[src/rtl/reg_dump_reader.sv]
// Debug reader that walks the register file through one combinational read port and
// streams {index, value} beats over a valid/ready link. Full dump or a single register.
module reg_dump_reader #(
    parameter int unsigned NUM_REGS = 32,
    parameter int unsigned ADDR_W   = 5,
    parameter int unsigned DATA_W   = 32
) (
    input  logic              clk,
    input  logic              reset,
    input  logic              start,
    input  logic              single,
    input  logic [ADDR_W-1:0] sel_addr,
    output logic [ADDR_W-1:0] rd_addr,
    input  logic [DATA_W-1:0] rd_data,
    output logic              out_valid,
    input  logic              out_ready,
    output logic [DATA_W-1:0] out_data,
    output logic [ADDR_W-1:0] out_idx,
    output logic              out_last,
    output logic              busy,
    output logic              done
);

    localparam logic [ADDR_W-1:0] LAST_IDX = ADDR_W'(NUM_REGS - 1);

    typedef enum logic [1:0] {StIdle, StRead, StSend, StDone} state_t;

    state_t            state;
    logic [ADDR_W-1:0] idx;
    logic              single_mode;

    // rd_addr is loaded on entry to READ so it is already valid during that cycle
    // and otherwise holds its last value.
    always_ff @(posedge clk) begin
        if (reset) begin
            state       <= StIdle;
            idx         <= '0;
            single_mode <= 1'b0;
            rd_addr     <= '0;
            out_valid   <= 1'b0;
            out_data    <= '0;
            out_idx     <= '0;
            out_last    <= 1'b0;
            busy        <= 1'b0;
            done        <= 1'b0;
        end else begin
            done <= 1'b0;
            unique case (state)
                StIdle: begin
                    if (start) begin
                        single_mode <= single;
                        idx         <= single ? sel_addr : '0;
                        rd_addr     <= single ? sel_addr : '0;
                        busy        <= 1'b1;
                        state       <= StRead;
                    end
                end
                StRead: begin
                    out_data  <= rd_data;
                    out_idx   <= idx;
                    out_last  <= single_mode || (idx == LAST_IDX);
                    out_valid <= 1'b1;
                    state     <= StSend;
                end
                StSend: begin
                    if (out_ready) begin
                        out_valid <= 1'b0;
                        if (out_last) begin
                            done  <= 1'b1;
                            state <= StDone;
                        end else begin
                            idx     <= idx + 1'b1;
                            rd_addr <= idx + 1'b1;
                            state   <= StRead;
                        end
                    end
                end
                StDone: begin
                    busy  <= 1'b0;
                    state <= StIdle;
                end
                default: state <= StIdle;
            endcase
        end
    end

endmodule

[config.mk]
export PLATFORM = sky130hd
export DESIGN_NAME = reg_dump_reader
export DESIGN_NICKNAME = d
export VERILOG_FILES = /design/src/rtl/reg_dump_reader.sv
export SDC_FILE = /design/constraint.sdc
export NUM_CORES = 1
export LEC_CHECK = 0
export CAP_MARGIN = 10
export CORE_ASPECT_RATIO = 0.75
export CORE_UTILIZATION = 44
export DETAILED_ROUTE_END_ITERATION = 12
export PLACE_DENSITY = 0.84
export SLEW_MARGIN = 20
export SYNTH_ARGS = -nofsm -noshare
export SYNTH_HDL_FRONTEND = slang
export SYNTH_SLANG_ARGS = --single-unit
[constraint.sdc]
create_clock -name clk -period 2.3 [get_ports clk]
set_input_delay 0.46 -clock clk [delete_from_list [all_inputs] [get_ports clk]]
set_output_delay 0.46 -clock clk [all_outputs]
set_load 0.005 [all_outputs]
==> metrics.md <==
| Metric | Value |
|---|---|
| Delay-heaviest family, CP | `buffers and inverters` |
| RSZ-0062 raised after global routing | `false` |
| Final period util | `75.6%` |
| First-pass DRT Iterations | `4` |
| Cell Rows | `20` |
| Layout area overhead | `52.0%` |
| Placed Cells | `361` |
| H-tree depth reported by CTS | `2` |
| Setup ws final | `0.561 ns` |
| Port bufs | `87` |
| Largest net degree at the start of global routing | `22` |
| Slowest-stage cell, CP | `clkdlybuf4s50_1` |
| Synth Register Bits | `49` |
| Worst Hold Class | `reg -> reg` |
| Filler cells | `355` |
| Max frequency | `0.575 GHz` |
| Relative slew slack | `68.5%` |
| First-pass GRT wire length | `7860 microns` |
| Clock latency on the worst-skew pair | `0.29 ns` |
| Hold violation total from the final report | `0` |
| Post-place instance area | `2820 sq um` |
| Setup CP Type | `reg -> out` |
| Cells after synthesis | `227` |
| Place WS | `0.502 ns` |
| Io pins | `88` |
| CP peak stage delay | `0.54 ns` |
| Maximum VDD drop | `445 uV` |
| Initial Utilization | `46.5%` |
| Clk_skew | `0.00835 ns` |
| Hold_buf cts | `0` |
| Initial antenna violation count | `0` |
| # clock sinks | `49` |
| # diodes | `0` |
| CP Cell Sequence | `clkdlybuf4s50_1` |
| PwrDens | `621 nW/um^2` |
| Clock Tree Buf Depth | `2` |
| Die Area | `4640 sq um` |
| Setup violations, final | `0` |
| R2r startpoint | `state[1]` |
| R2r setup slk | `0.63 ns` |
| Inserted Clock Buffers | `5` |
| Via count | `1,837` |
| Library cells used by synthesis | `33` |
| Worst setup SP type | `register` |
| Hold_sp | `out_idx[1]` |
| Slew @ Worst Pin | `0.472 ns` |
| Finished Cell Area | `2920 sq um` |
| Worst hold margin | `0.457 ns` |
| Crit path launch | `idx[0]` |
| Max cap viols | `0` |
| Pins Over Slew Limit | `0` |
| Worst Path Buf+Inv | `1` |
| TritonCTS clock tree | `yes` |
| Overflow after GRT | `0` |
| Drt via density | `4.98` |
| Status | `finished, final reports clean` |
| Detailed Place HPWL | `3420 microns` |
| Leakage | `1.04 nW` |
| FF+latch area | `981 sq um` |
| Seq/Total Area, Yosys | `51.0%` |
| Core Footprint | `4130 sq um` |
| Syn Nets | `271` |
| Drt initial violations | `97` |
| Die H | `59.2 microns` |
| Drt wl/cell | `12.8 microns` |
| Finished Core Util | `70.8%` |
| Layout cell share with drive strength beyond 1 | `8.60%` |
| Post-layout min period | `1.74 ns` |
| Mean post-synth cell area | `8.47 sq um` |
| Worst Path Arrival | `1.28 ns` |
| Area of the multi-input gates | `841 sq um` |
| Post-CTS sizing | `0` |
| Syn. warnings | `0` |
| Max FO, Critical Path | `6` |
| Critical path endpoint category | `output port` |
| Final Non-Filler Cells | `369` |
| DRC Markers | `0` |
| Antenna viol nets, final | `0` |
| Vias in the first global route | `1,707` |
| GP Congestion | `0.852` |
| Post-Syn Area | `1920 sq um` |
| Post-CTS setup buffers | `0` |
| Critical Path RT | `1.84 ns` |
| Post-Route WL | `4740 microns` |
| Setup TNS | `0 ns` |
| CTS Root Cell | `clkbuf_8` |
| Gr usage total | `21.9%` |
| Worst-path clk slew | `0.09 ns` |
| Final Total Pwr | `1.81 mW` |
| Die width | `78.3 microns` |
| Nets | `357` |
==> layer usage <==
metal  up-vias  global-route usage [%]  routed length (microns)
met5         -                       0                        0
met4         0                    6.08                       30
met3         4                    9.23                      464
met2        71                    34.6                     2070
met1       837                    27.7                     2180
li1        925                       -                        -
==> cells in the mapped netlist (all sizes together) <==
master,n,area share [%]
or2,1,0.46
o32ai,2,1.3
and4bb,1,0.85
nor2b,2,0.78
a311oi,2,1.6
and3,2,0.65
clkbuf,5,0.98
a211oi,2,1.0
ha,2,1.3
nor4bb,1,0.52
a31oi,1,0.33
mux2,1,0.59
a32oi,1,0.46
dfxtp,49,51
nand2b,4,1.3
nor3,7,1.8
nand2,79,15
nor2,5,1.1
a21oi,39,10
o21ai,1,0.26
o22a,2,0.91
mux2i,2,1.0
buf,11,4.0
inv,1,0.20
nand3,2,0.52
nor3b,2,1.4
==> layout by cell type, fill, tap and decap left out, types with 2 or more instances in the layout <==
cell type	n
a21oi_1	39
a311oi_2	2
and3_1	2
buf_4	8
clkbuf_8	7
clkdlybuf4s50_1	86
dfxtp_1	49
ha_1	2
mux2i_1	2
nand2_1	79
nand2b_1	4
nand3_1	2
nor2_1	4
nor3_1	7
o22a_1	2
==> registers in the layout, indices dropped and copies added, names as in the netlist <==
| name | flops |
|---|---|
| out_last | 1 |
| done | 1 |
| out_data | 32 |
| out_valid | 1 |
| single_mode | 1 |
| state | 2 |
| busy | 1 |
| idx | 5 |
| out_idx | 5 |
==> path summary, 6_finish.rpt <==
kind	to	cells past startpoint
setup / recovery	rd_addr[0]	1
hold / removal	out_idx[1]	2
setup reg to reg	out_data[24]	4
hold reg to reg	out_idx[1]	2
==> kinds of logic (layout without fill, tap and decap cells) <==
| family | after synthesis | count (layout) | synth area share [%] |
|---|---|---|---|
| compound gates | 50 | 50 | 16.0 |
| buf+inv | 17 | 104 | 5.21 |
| mux | 3 | 3 | 1.63 |
| flops | 49 | 49 | 51.0 |
| fa+ha+maj | 2 | 2 | 1.30 |
| simple gates | 106 | 106 | 24.8 |
==> final cells by class <==
class,instances,share of cell area (%)
timing repair buffer,95,31.7
multi-input combinational,161,28.8
clock buffer,7,3.30
tap,55,2.36
clock inverter,1,0.171
sequential,49,33.6
inverter,1,0.128
==> where the power goes <==
part	internal, mW	switching (mW)	total (mW)
Clock	0.272	0.275	0.547
Combinational	0.198	0.137	0.335
Sequential	0.896	0.0349	0.931
Power figures use the tool's default switching activity.
